==> src/rtl/uart_pkg.sv <==
// uart_pkg: types, constants and helpers shared by the UART transmitter
// and the bridge's UART receiver (frame format and baud arithmetic).
package uart_pkg;

    // Frame sequencer states. PARITY is only visited in 8E1 builds.
    typedef enum logic [2:0] {
        IDLE   = 3'd0,
        START  = 3'd1,
        DATA   = 3'd2,
        PARITY = 3'd3,
        STOP   = 3'd4
    } uart_state_t;

    localparam int DATA_BITS = 8;

    // Clocks per serial bit (integer divide, truncating).
    function automatic int baud_div(input int clk_freq, input int baud_rate);
        return clk_freq / baud_rate;
    endfunction

    // Even parity: the returned bit makes the total count of ones even.
    function automatic logic even_parity(input logic [DATA_BITS-1:0] data);
        return ^data;
    endfunction

endpackage

==> src/rtl/uart_baud_tick.sv <==
// uart_baud_tick: reloadable down-counter that times one serial bit.
// bit_done pulses for the single clock in which the count sits at zero
// while enabled; the counter then reloads itself so bit periods chain
// without a gap. Shared with the receiver.
module uart_baud_tick #(
    parameter int BAUD_DIV = 868
) (
    input  logic clk,
    input  logic rst,
    input  logic load,
    input  logic en,
    output logic bit_done
);

    localparam int CNT_W = (BAUD_DIV > 1) ? $clog2(BAUD_DIV) : 1;
    localparam logic [CNT_W-1:0] RELOAD  = CNT_W'(BAUD_DIV - 1);
    localparam logic [CNT_W-1:0] CNT_ZERO = CNT_W'(0);
    localparam logic [CNT_W-1:0] CNT_ONE  = CNT_W'(1);

    logic [CNT_W-1:0] cnt_r;

    // Down-count while enabled; explicit load or terminal count reloads.
    always_ff @(posedge clk or posedge rst) begin
        if (rst) begin
            cnt_r <= CNT_ZERO;
        end else if (load) begin
            cnt_r <= RELOAD;
        end else if (en) begin
            if (cnt_r == CNT_ZERO) begin
                cnt_r <= RELOAD;
            end else begin
                cnt_r <= cnt_r - CNT_ONE;
            end
        end else begin
            cnt_r <= cnt_r;
        end
    end

    assign bit_done = en && (cnt_r == CNT_ZERO);

endmodule

==> src/rtl/uart_tx.sv <==
// uart_tx: UART transmitter, valid/ready byte input, one frame in flight,
// LSB first, line idles high. Default frame is 8N1.
// Build option: define UART_TX_PARITY_EN to insert an even parity bit
// after the data bits (8E1 frame).
module uart_tx
    import uart_pkg::*;
#(
    parameter int CLK_FREQ  = 100_000_000,
    parameter int BAUD_RATE = 115_200
) (
    input  logic                 clk,
    input  logic                 rst,
    input  logic [DATA_BITS-1:0] tx_data,
    input  logic                 tx_valid,
    output logic                 tx_ready,
    output logic                 tx,
    output logic                 tx_busy
);

    localparam int BAUD_DIV = baud_div(CLK_FREQ, BAUD_RATE);

    localparam logic [2:0] ST_IDLE   = IDLE;
    localparam logic [2:0] ST_START  = START;
    localparam logic [2:0] ST_DATA   = DATA;
    localparam logic [2:0] ST_PARITY = PARITY;
    localparam logic [2:0] ST_STOP   = STOP;

    localparam logic [2:0] LAST_BIT = 3'(DATA_BITS - 1);

    logic [2:0]           state_r;
    logic [2:0]           state_s;
    logic [DATA_BITS-1:0] shift_reg_r;
    logic [DATA_BITS-1:0] shift_reg_s;
    logic [2:0]           bit_cnt_r;
    logic [2:0]           bit_cnt_s;
    logic                 tx_r;
    logic                 tx_s;
    logic                 tx_ready_r;
    logic                 tx_busy_r;
    logic                 accept_s;
    logic                 bit_done_s;
    logic                 in_frame_s;

    // Handshake is only possible from IDLE; bytes offered while busy are dropped.
    assign accept_s   = tx_valid && (state_r == ST_IDLE);
    assign in_frame_s = (state_r != ST_IDLE);

    uart_baud_tick #(
        .BAUD_DIV (BAUD_DIV)
    ) u_baud_tick (
        .clk      (clk),
        .rst      (rst),
        .load     (accept_s),
        .en       (in_frame_s),
        .bit_done (bit_done_s)
    );

    // Frame sequencer: next state, next line level and data-bit pointer.
    always_comb begin
        state_s     = state_r;
        shift_reg_s = shift_reg_r;
        bit_cnt_s   = bit_cnt_r;
        tx_s        = tx_r;
        case (state_r)
            ST_IDLE: begin
                if (accept_s) begin
                    state_s     = ST_START;
                    shift_reg_s = tx_data;
                    bit_cnt_s   = 3'd0;
                    tx_s        = 1'b0;
                end else begin
                    state_s = ST_IDLE;
                    tx_s    = 1'b1;
                end
            end
            ST_START: begin
                if (bit_done_s) begin
                    state_s   = ST_DATA;
                    bit_cnt_s = 3'd0;
                    tx_s      = shift_reg_r[0];
                end else begin
                    tx_s = 1'b0;
                end
            end
            ST_DATA: begin
                if (bit_done_s) begin
                    if (bit_cnt_r == LAST_BIT) begin
`ifdef UART_TX_PARITY_EN
                        state_s = ST_PARITY;
                        tx_s    = even_parity(shift_reg_r);
`else
                        state_s = ST_STOP;
                        tx_s    = 1'b1;
`endif
                    end else begin
                        bit_cnt_s = bit_cnt_r + 3'd1;
                        tx_s      = shift_reg_r[bit_cnt_r + 3'd1];
                    end
                end else begin
                    tx_s = shift_reg_r[bit_cnt_r];
                end
            end
`ifdef UART_TX_PARITY_EN
            ST_PARITY: begin
                if (bit_done_s) begin
                    state_s = ST_STOP;
                    tx_s    = 1'b1;
                end else begin
                    tx_s = even_parity(shift_reg_r);
                end
            end
`endif
            ST_STOP: begin
                if (bit_done_s) begin
                    state_s = ST_IDLE;
                end else begin
                    state_s = ST_STOP;
                end
                tx_s = 1'b1;
            end
            default: begin
                // Unused encodings fall back to an idle, high line.
                state_s   = ST_IDLE;
                bit_cnt_s = 3'd0;
                tx_s      = 1'b1;
            end
        endcase
    end

    // State and output registers; ready/busy are registered decodes of the next state.
    always_ff @(posedge clk or posedge rst) begin
        if (rst) begin
            state_r     <= ST_IDLE;
            shift_reg_r <= {DATA_BITS{1'b0}};
            bit_cnt_r   <= 3'd0;
            tx_r        <= 1'b1;
            tx_ready_r  <= 1'b1;
            tx_busy_r   <= 1'b0;
        end else begin
            state_r     <= state_s;
            shift_reg_r <= shift_reg_s;
            bit_cnt_r   <= bit_cnt_s;
            tx_r        <= tx_s;
            tx_ready_r  <= (state_s == ST_IDLE);
            tx_busy_r   <= (state_s != ST_IDLE);
        end
    end

    assign tx       = tx_r;
    assign tx_ready = tx_ready_r;
    assign tx_busy  = tx_busy_r;

endmodule

==> config.mk <==
export PLATFORM = sky130hd
export DESIGN_NAME = uart_tx
export DESIGN_NICKNAME = d
export VERILOG_FILES = /design/src/rtl/uart_pkg.sv /design/src/rtl/uart_baud_tick.sv /design/src/rtl/uart_tx.sv
export SDC_FILE = /design/constraint.sdc
export NUM_CORES = 1
export LEC_CHECK = 0
export BUFFER_PORTS_ARGS = -buffer_cell sky130_fd_sc_hd__clkbuf_2
export CAP_MARGIN = 20
export CORE_UTILIZATION = 52
export DETAILED_ROUTE_END_ITERATION = 7
export PLACE_DENSITY = 0.74
export SYNTH_ARGS = -nofsm -noshare
export SYNTH_HDL_FRONTEND = slang
export SYNTH_HIERARCHICAL = 1
export SYNTH_SLANG_ARGS = --single-unit
==> constraint.sdc <==
create_clock -name clk -period 2.55 [get_ports clk]
set_input_delay 0.255 -clock clk [delete_from_list [all_inputs] [get_ports clk]]
set_output_delay 0.255 -clock clk [all_outputs]
set_load 0.005 [all_outputs]
# After elaboration in Yosys (flattened, before gate mapping)
# Index checks and enable logic that the tools add are counted.
# Widths: inputs -> output; s select.
[op_classes]
n_reduce_logical = 10
bitwise_logic = 1
n_eq_ne = 8
n_lt_le_gt_ge = 2
n_addsub = 2
n_mux = 23
[op_table]
columns = ["op", "count"]
rows = [
  ["$mux 10", 3],
  ["$mux 3", 8],
  ["$pmux 3 s4", 2],
  ["$logic_not 10->1", 1],
  ["$sub 10x1->10 const B", 1],
  ["$lt 3x4->1 const B", 2],
  ["$ne 2x2->1 const B", 4],
  ["$mux 1", 7],
  ["$bmux 1 s3", 2],
  ["$eq 3x3->1 const B", 2],
  ["$logic_not 3->1", 2],
  ["$reduce_bool 3->1", 2],
  ["$reduce_and 5->1", 1],
  ["$add 3x1->3 const B", 1],
  ["$eq 3x1->1 const B", 1],
  ["$eq 3x2->1 const B", 1],
  ["$pmux 1 s3", 1],
  ["$logic_and 1x1->1", 2],
  ["$reduce_and 2->1", 1],
  ["$reduce_bool 2->1", 1],
  ["$not 1->1", 1],
]
[word_totals]
ff_bits = 27
wordCells = 53
out_inout_bits = 3
inputBits = 11

# Logic depth before layout (Yosys ltp)
# Gate-level depths: netlist of run 1.
[logic_depth]
word_depth = 6
mapped_depth = 9

# Cells and area by module
# Netlist of run 1, hierarchy kept.
[modules_own_cells]
columns = ["mod", "cells_per_inst", "area_each_um2", "instances", "seq_area_each_um2"]
rows = [
  ["uart_tx", 77, 933.4, 1, 427.9],
  ["uart_baud_tick", 55, 563.0, 1, 250.2],
]

# Worst setup path before layout of run 1
# No wires, ideal clock.
[synth_timing]
path_type = "flip-flop to flip-flop"
startpoint = "reg u_baud_tick.cnt_r[3]"
endpoint = "reg bit_cnt_r[0]"
required_time_ns = 2.425
stages_incl_launch_ff = 8
path_buffers = 0
setup_ns = 0.125
arrival_ns = 2.279
path_slack_ns = 0.146
cell_sequence = "dfrtp_1 -> or4_4 -> nor3_4 -> and2_2 -> nor2b_1 -> o21ai_0 -> a22oi_1 -> mux2_2"
[synth_between]
elab_chain_cells = 4
elab_cells_between_ends = 5
cone_classes = "eq/ne (2); reduce/logical (3)"
[synth_rtl]
columns = ["element", "line_no", "source"]
rows = [
  ["start: declaration", "uart_baud_tick.sv:20", "logic [CNT_W-1:0] cnt_r;"],
  ["start signal: assignment", "uart_baud_tick.sv:32", "cnt_r <= cnt_r - CNT_ONE;"],
  ["start signal: assignment", "uart_baud_tick.sv:35", "cnt_r <= cnt_r;"],
  ["$logic_not 10->1 *", "uart_baud_tick.sv:39", "assign bit_done = en && (cnt_r == CNT_ZERO);"],
  ["$logic_and 1x1->1 *", "uart_baud_tick.sv:39", ""],
  ["named net bit_done_s", "uart_tx.sv:41", "logic bit_done_s;"],
  ["$ne 2x2->1 (no source line)", "--", ""],
  ["$reduce_and 5->1 (no source line) *", "--", ""],
  ["end signal: assignment", "uart_tx.sv:142", "bit_cnt_r <= bit_cnt_s;"],
  ["end: declaration", "uart_tx.sv:34", "logic [2:0] bit_cnt_r;"],
]
# Mark *: on every way through the listed nets, which the timed path passes. The rest lies on a longest branch.
# A chain may end at the register's enable or synchronous reset.

# Worst setup path after layout of run 1
[layout_timing]
startpoint = "reg u_baud_tick.cnt_r[3]"
endpoint = "reg bit_cnt_r[1]"
# Same word-level chain as after synthesis.

==> flow_summary.ini, run 1 <==
[synthesis]
synthFlopType = dfrtp_1
synth_top_area_cell = dfrtp_1
synthesis.nets = 147
synthArstFlopShare_pct = 100
synth_top_area_share_pct = 41.8
synth.avg_cell_area_sq_um = 11.3
yosys-top-cells-area = dfrtp_1, mux2_2, mux4_1, dfstp_2, ha_1
synth-seq-cells = 27
ys_warn_count = 6
synthCells = 132
ys_types = 43
synth_edf_count = 0
yosysSeqAreaShare_pct = 45.3
syn-cell-area_sq_mm = 0.00150

[power_and_ir_drop]
leakagePower_nw = 0.732
vdd_drop_max_mv = 0.608
power_density_mw_per_mm2 = 894

[timing]
slew_violations = 0
grt_setup_unrepaired = false
whs_ps = 149
slew_headroom_pct = 57.8
max_slew.worst_pin.slew_ps = 633
fin_crit_ps = 2410
final_hold_viol_count = 0
fin_crit_sh_pct = 94.5
fmax_mhz = 415
finalSetupTns_ps = 0
finalClockSkew_ps = 13.3
setup_viol = 0

[cts]
h-tree-depth = 1
clkTransAtPathRegs_ps = 140
cts.path.max_buffers = 2
cts_tree = yes
clock_sinks = 27
clk-insertion-delay-late_ps = 330
clock-root-buffer = clkbuf_4
cts_buffers = 3

[floorplanning]
initial_core_util_pct = 54.7
die_y_microns = 55.6
core-area_sq_mm = 0.00273
die_w_microns = 55.6
die_area_sq_mm = 0.00310
rows = 19
ioPinCount = 14

[detailed_routing]
vias_per_cell = 5.59
wl_per_cell_microns = 14.0
drt_iter0_markers = 24
drtAntennaViolNets = 0
drt-total-wl_microns = 2520
drt_drc_violations_left = 0
vias = 1006
dr.pass1.iters = 4

[global_routing]
grt_overflow_total = 0
antenna_found_initial = 0
grt_max_degree = 18
grt_usage_pct = 18.4
grt_pass1_wl_microns = 4440
grt_pass1_vias = 1013

[setup_path]
critPathKind = reg2reg
cp.required_ps = 2790
crit_path_end_kind = flip-flop
worstPathArrival_ps = 2650
cp_max_fo = 5
critPathLaunchType = flip-flop

[final_layout]
nNetsFinal = 165
fillers = 223
layout-drive-gt1-share_pct = 28.2
final_cell_mix = dfrtp_1, clkbuf_2, nand2_1, mux2_2, a21oi_1
final_common_cell = dfrtp_1
syn_to_final_growth_pct = 8.78
diodes = 0

[outcome]
status = finished clean

[placement]
place.gp.congestion = 0.855
hpwl_microns = 1970
place.port_buffers = 13

[job]
drv_cap = 0

[hold_path]
hp-class = in2reg
==> synthesized netlist by cell type, drive strengths merged, types with 3 or more instances <==
master,number
dfrtp,25
nand2,11
mux2,10
a21oi,9
nor2,9
inv,8
nor3,6
xnor2,5
buf,4
ha,4
mux2i,4
mux4,4
o21ai,4
or3,3
==> report_power, final <==
group | leakage [nW] | internal [mW] | switching [mW] | total, mW
logic | 0.396 | 0.301 | 0.251 | 0.551
registers | 0.321 | 0.591 | 0.131 | 0.722
clock network | 0.0150 | 0.0613 | 0.121 | 0.182
==> logic make-up after synthesis <==
logic type	Yosys count	synth area share, %
AND/OR/NAND/NOR	45	18.2
AO/OA/AOI/OAI	19	7.78
flip-flops	27	45.3
multiplexers	18	17.2
buffers and inverters	13	4.60
XOR/XNOR	6	3.51
adder cells (fa/ha/maj)	4	3.34
==> worst max-delay path: stages (launching register included) <==
cell     delay (ps)
dfrtp_1         440
or4_4           600
nor3_4          200
and2_2          190
nor2b_1         160
o21ai_0          90
a22oi_1         290
buf_4           180
mux2i_1         200
==> stage by stage <==
| step | total power, mW | setup WS, ps | instance area [sq um] | cells | utilization [%] |
|---|---|---|---|---|---|
| final | 1.46 | 141 | 1630 | 180 | 59.5 |
| after global routing | 1.57 | 9.72 | 1630 | 180 | 59.5 |
| after CTS | 1.47 | 164 | 1630 | 180 | 59.5 |
| after detailed placement | 1.29 | 172 | 1590 | 175 | 58.2 |
| after global placement | 1.25 | 258 | 1590 | 175 | 58.2 |
| after floorplan | 1.13 | 146 | 1500 | 132 | - |
==> layer usage <==
| metal | vias to the layer above | GRT usage [%] | wire, microns |
|---|---|---|---|
| li1 | 506 | - | - |
| met1 | 478 | 24.7 | 1170 |
| met2 | 18 | 30.1 | 1230 |
| met3 | 4 | 2.33 | 72 |
| met4 | 0 | 8.21 | 42 |
| met5 | - | 0 | 0 |
==> registers in the layout (all words and copies together), names as in the netlist <==
| signal | count |
|---|---|
| u_baud_tick/cnt_r | 10 |
| tx_ready | 1 |
| tx_busy | 1 |
| bit_cnt_r | 3 |
| tx | 1 |
| shift_reg_r | 8 |
| state_r | 3 |
==> final cells by class <==
type	count	area (sq um)	area share, %
clock buffer	4	26.3	1.61
inverter	8	30.0	1.84
multi-input combinational	92	749	46.0
sequential	27	678	41.7
tap	31	38.8	2.38
timing repair buffer	18	105	6.46
==> what timing repair did <==
item / 4_1_cts / 5_1_grt
endpoints found under the hold margin: 10 / 0
buffers inserted: 0 / 0
gates resized for setup: 0 / 0
hold buffers: 1 / 0
==> path summary, 6_finish.rpt <==
check / start / to / slack (ps) / cells after the start
worst max-delay path: u_baud_tick/cnt_r[3] / bit_cnt_r[1] / 140 / 8
worst min-delay path: tx_data[6] / shift_reg_r[6] / 150 / 2
worst max register to register: u_baud_tick/cnt_r[3] / bit_cnt_r[1] / 140 / 8
worst min register to register: shift_reg_r[5] / shift_reg_r[5] / 540 / 1
max in group asynchronous: rst / state_r[1] / 1610 / 3
min in group asynchronous: rst / u_baud_tick/cnt_r[9] / 420 / 3
Power figures use the tool's default switching activity.
==> run 2: changes to the inputs <==
Settings changed: CORE_UTILIZATION 52 to 58, PLACE_DENSITY 0.74 to 0.78.
Clock period 2.55 ns to 2.4 ns, I/O delays scaled along.
==> run 2 against run 1 <==
- die area shrank 10%
- critical path depth is 1 lower
- register-to-register slack got worse by 40 ps
- clock-buffer cell count is the same
- largest power group unchanged
==> flow_summary.ini, run 2 (synthesis results as in run 1) <==
[outcome]
status = finished clean

[timing]
setup_viol = 0
final_hold_viol_count = 0
grt_setup_unrepaired = false
finalClockSkew_ps = 9.22
slew_headroom_pct = 56.1
fin_crit_ps = 2300
max_slew.worst_pin.slew_ps = 657
fin_crit_sh_pct = 95.6
whs_ps = 130
finalSetupTns_ps = 0
slew_violations = 0
fmax_mhz = 436

[hold_path]
holdCritStartpoint = tx_data[3]
hp-class = in2reg

[setup_path]
crit_path_end_kind = flip-flop
worstPathArrival_ps = 2530
cp_max_fo = 5
max_stage_delay_ps = 590
crit_slowest_cell = or4_4
critPathLaunch = u_baud_tick/cnt_r[3]
rr_startpoint = u_baud_tick/cnt_r[3]
path_delay_family = simple AND/OR/NAND/NOR gates
cp.required_ps = 2640
critPathKind = reg2reg
critPathLaunchType = flip-flop
worst-path-buf-inv = 0
cp_cell_sequence = or4_4 -> nor3_4 -> and2_2 -> nor2b_2 -> o21ai_0 -> a22oi_2 -> mux2_2

[placement]
hpwl_microns = 2070
place.port_buffers = 13
place.gp.congestion = 0.878

[final_layout]
reg.largest.list = u_baud_tick/cnt_r x10, shift_reg_r x8
layout-drive-gt1-share_pct = 30.5
final_cell_mix = dfrtp_1, clkbuf_2, nand2_1, mux2_2, a21oi_1
final_common_cell = dfrtp_1
seqCellArea_sq_um = 678
syn_to_final_growth_pct = 10.2
nNetsFinal = 167
top_register = u_baud_tick/cnt_r
diodes = 0
fillers = 188
largest_register_ffs = 10
multi_input_area_sq_um = 757

[detailed_routing]
vias_per_cell = 5.83
wl_per_cell_microns = 14.9
vias = 1056
drtAntennaViolNets = 0
drt_drc_violations_left = 0
drt_iter0_markers = 25
drt-total-wl_microns = 2700
dr.pass1.iters = 4

[cts]
cts_tree = yes
h-tree-depth = 1
clkTransAtPathRegs_ps = 150
clk-insertion-delay-late_ps = 330
cts.path.max_buffers = 2
clock_sinks = 27
clock-root-buffer = clkbuf_4
cts_buffers = 3

[floorplanning]
rows = 18
die_area_sq_mm = 0.00279
ioPinCount = 14
core-area_sq_mm = 0.00245
die_w_microns = 52.8
die_y_microns = 52.8
initial_core_util_pct = 61.0

[global_routing]
grt_max_degree = 18
antenna_found_initial = 0
grt_overflow_total = 0
grt_pass1_wl_microns = 4400
grt_pass1_vias = 1035
grt_usage_pct = 22.0

[job]
drv_cap = 0

[power_and_ir_drop]
vdd_drop_max_mv = 0.710
power_density_mw_per_mm2 = 955
leakagePower_nw = 0.742
## run 2: path summary, 6_finish.rpt
check / end / slack (ps) / cells past startpoint
worst min register to register: shift_reg_r[6] / 540 / 1
worst max-delay path: bit_cnt_r[0] / 100 / 7
worst min-delay path: shift_reg_r[3] / 130 / 2
min in group asynchronous: u_baud_tick/cnt_r[9] / 410 / 3
max in group asynchronous: tx_busy / 1460 / 3
worst max register to register: bit_cnt_r[0] / 100 / 7
## run 2: final cells by class
class | count | share of cell area [%]
Multi-Input combinational cell | 92 | 45.9
Sequential cell | 27 | 41.1
Timing Repair Buffer | 20 | 7.28
Tap cell | 30 | 2.28
Inverter | 8 | 1.82
Clock buffer | 4 | 1.59
## run 2: layer usage
metal,track usage [%],share of wire [%],vias to the layer above
li1,-,-,510
met1,28.3,45,522
met2,37.8,51,20
met3,4.06,3.0,4
met4,5.70,0.81,0
met5,0,0,-
## run 2: what timing repair did
action | 4_1_cts | 5_1_grt
hold buffers | 1 | 0
buffers inserted | 0 | 1
endpoints found under the hold margin | 19 | 0
resized for setup | 0 | 1
setup endpoints to repair | 0 | 3
## run 2: where the power goes
part / total, mW / internal [mW] / switching, mW
registers: 0.764 / 0.628 / 0.136
clock network: 0.199 / 0.0652 / 0.134
logic: 0.611 / 0.331 / 0.280
## run 2: stage by stage
step / setup WS, ps / instances / total power [mW] / cell area (sq um) / utilization, %
2_1_floorplan: 71.5 / 132 / 1.21 / 1500 / -
3_3_place_gp: 166 / 175 / 1.33 / 1600 / 65.3
5_1_grt: 2.64 / 181 / 1.69 / 1650 / 67.2
3_5_place_dp: 45.5 / 175 / 1.37 / 1600 / 65.3
6_report: 105 / 181 / 1.57 / 1650 / 67.2
4_1_cts: 19.1 / 180 / 1.57 / 1640 / 66.8
==> run 3: changes to the inputs <==
--- a/config.mk
+++ b/config.mk
@@ -9,5 +9,4 @@
 export CAP_MARGIN = 20
-export CORE_UTILIZATION = 58
+export CORE_UTILIZATION = 25
 export DETAILED_ROUTE_END_ITERATION = 7
-export PLACE_DENSITY = 0.78
 export SYNTH_ARGS = -nofsm -noshare
==> constraint.sdc (replaced) <==
create_clock -name clk -period 2.4 [get_ports clk]
set_input_delay 0.48 -clock clk [delete_from_list [all_inputs] [get_ports clk]]
set_output_delay 0.48 -clock clk [all_outputs]
set_load 0.005 [all_outputs]
==> run 3 against run 2 <==
- die area grew 130%
- clock skew is 7.1 ps lower
- design area grew 4.0%
- critical path type unchanged
- sequential share of layout area fell by 1.6 points
- setup slack improved by 58 ps
- worst hold slack improved by 41 ps
- non-clock buffer count unchanged
- clock power is 32% higher
- utilization is 37 points lower
- power rose by 2.9%
- sequential cell count unchanged
==> flow_summary.ini, run 3 (synthesis results as in run 1) <==
[cts]
clock_sinks = 27
post-cts-setup-buffers = 0
hold_buffers = 0
clock-root-buffer = clkbuf_8
cts.path.max_buffers = 2
cts_tree = yes
clk-insertion-delay-late_ps = 270
ctsResizeCount = 0
clkTransAtPathRegs_ps = 90
h-tree-depth = 1
cts_buffers = 3

[global_routing]
grt_usage_pct = 10.2
grt_pass1_wl_microns = 4880
antenna_found_initial = 0
grt_overflow_total = 0
grt_max_degree = 18
grt_pass1_vias = 1045

[floorplanning]
core-area_sq_mm = 0.00564
initial_core_util_pct = 26.5
die_w_microns = 79.4
die_area_sq_mm = 0.00630
rows = 27
ioPinCount = 14
die_y_microns = 79.4

[timing]
fin_crit_ps = 2240
post-route-worst-setup-slack_ps = 162
grt_setup_unrepaired = false
fmax_mhz = 447
slew_headroom_pct = 57.2
setup_viol = 0
finalClockSkew_ps = 2.15
slew_violations = 0
whs_ps = 171
final_hold_viol_count = 0
fin_crit_sh_pct = 93.2
max_slew.worst_pin.slew_ps = 641
finalSetupTns_ps = 0

[setup_path]
ff2ff_path_depth = 7
crit_path_end_kind = flip-flop
cp_max_fo = 4
cp.required_ps = 2570
critPathLaunchType = flip-flop
worst-path-buf-inv = 0
worstPathArrival_ps = 2400
max_stage_delay_ps = 590
crit_cells = 7
cp_cell_sequence = or4_4 -> nor3_4 -> and2_2 -> nor2b_1 -> o21ai_0 -> a22oi_2 -> mux2_2
crit_slowest_cell = or4_4
rr_startpoint = u_baud_tick/cnt_r[3]
critPathLaunch = u_baud_tick/cnt_r[3]
critPathKind = reg2reg
path_delay_family = simple AND/OR/NAND/NOR gates

[outcome]
status = finished clean

[power_and_ir_drop]
power_density_mw_per_mm2 = 945
leakagePower_nw = 0.751
vdd_drop_max_mv = 0.241

[final_layout]
final_common_cell = dfrtp_1
final_cell_mix = dfrtp_1, clkbuf_2, nand2_1, mux2_2, a21oi_1
fillers = 576
top_register = u_baud_tick/cnt_r
nNetsFinal = 167
syn_to_final_growth_pct = 14.6
largest_register_ffs = 10
reg.largest.list = u_baud_tick/cnt_r x10, shift_reg_r x8
layout-drive-gt1-share_pct = 30.5
diodes = 0
stdcell_area_sq_mm = 0.00172

[detailed_routing]
drt-total-wl_microns = 2680
drt_iter0_markers = 43
drtAntennaViolNets = 0
vias = 1006
drt_drc_violations_left = 0
dr.pass1.iters = 4
vias_per_cell = 4.51
wl_per_cell_microns = 12.0

[placement]
pre_cts_ws_ps = 173
dpl_cell_area_sq_mm = 0.00167
place.port_buffers = 13
hpwl_microns = 2050
place.gp.congestion = 0.740

[job]
drv_cap = 0

[hold_path]
hp-class = in2async
-- run 3: changes by cell type in the layout (fill, tap and decap cells not counted), sizes merged --
cell	previous run	this run
buf	6	7
dlygate4sd3	1	0
-- run 3: final cells by class --
type	count	area, sq um	share of cell area [%]
Multi-Input combinational cell	92	754	44.0
Tap cell	72	90.1	5.25
Sequential cell	27	678	39.5
Clock buffer	4	45.0	2.63
Timing Repair Buffer	20	118	6.86
Inverter	8	30.0	1.75
-- run 3: path summary, 6_finish.rpt --
check                           slack, ps                   end
worst max register to register        160          bit_cnt_r[0]
worst min register to register        530        shift_reg_r[3]
worst min-delay path                  170  u_baud_tick/cnt_r[8]
worst max-delay path                  160          bit_cnt_r[0]
max in group asynchronous            1710            state_r[0]
min in group clk                      430        shift_reg_r[6]
-- run 3: power breakdown --
part           total, mW  switching, mW  internal [mW]
Sequential         0.765          0.136          0.629
Combinational      0.592          0.272          0.321
Clock              0.263          0.144          0.119
Total               1.62          0.552           1.07
-- run 3: per-layer routing --
layer | global-route usage [%] | vias to the layer above | wire, microns
li1 | - | 507 | -
met1 | 13.1 | 477 | 1320
met2 | 15.2 | 16 | 1220
met3 | 2.30 | 6 | 77
met4 | 6.55 | 0 | 73
met5 | 0 | - | 0
-- run 3: through the flow --
| stage | total power, mW | utilization, % | std cells |
|---|---|---|---|
| after detailed placement | 1.38 | 29.6 | 219 |
| after global routing | 1.75 | 30.4 | 223 |
| final | 1.62 | 30.4 | 223 |
| after CTS | 1.65 | 30.4 | 223 |
| after floorplan | 1.21 | - | 132 |
| after global placement | 1.35 | 29.6 | 219 |
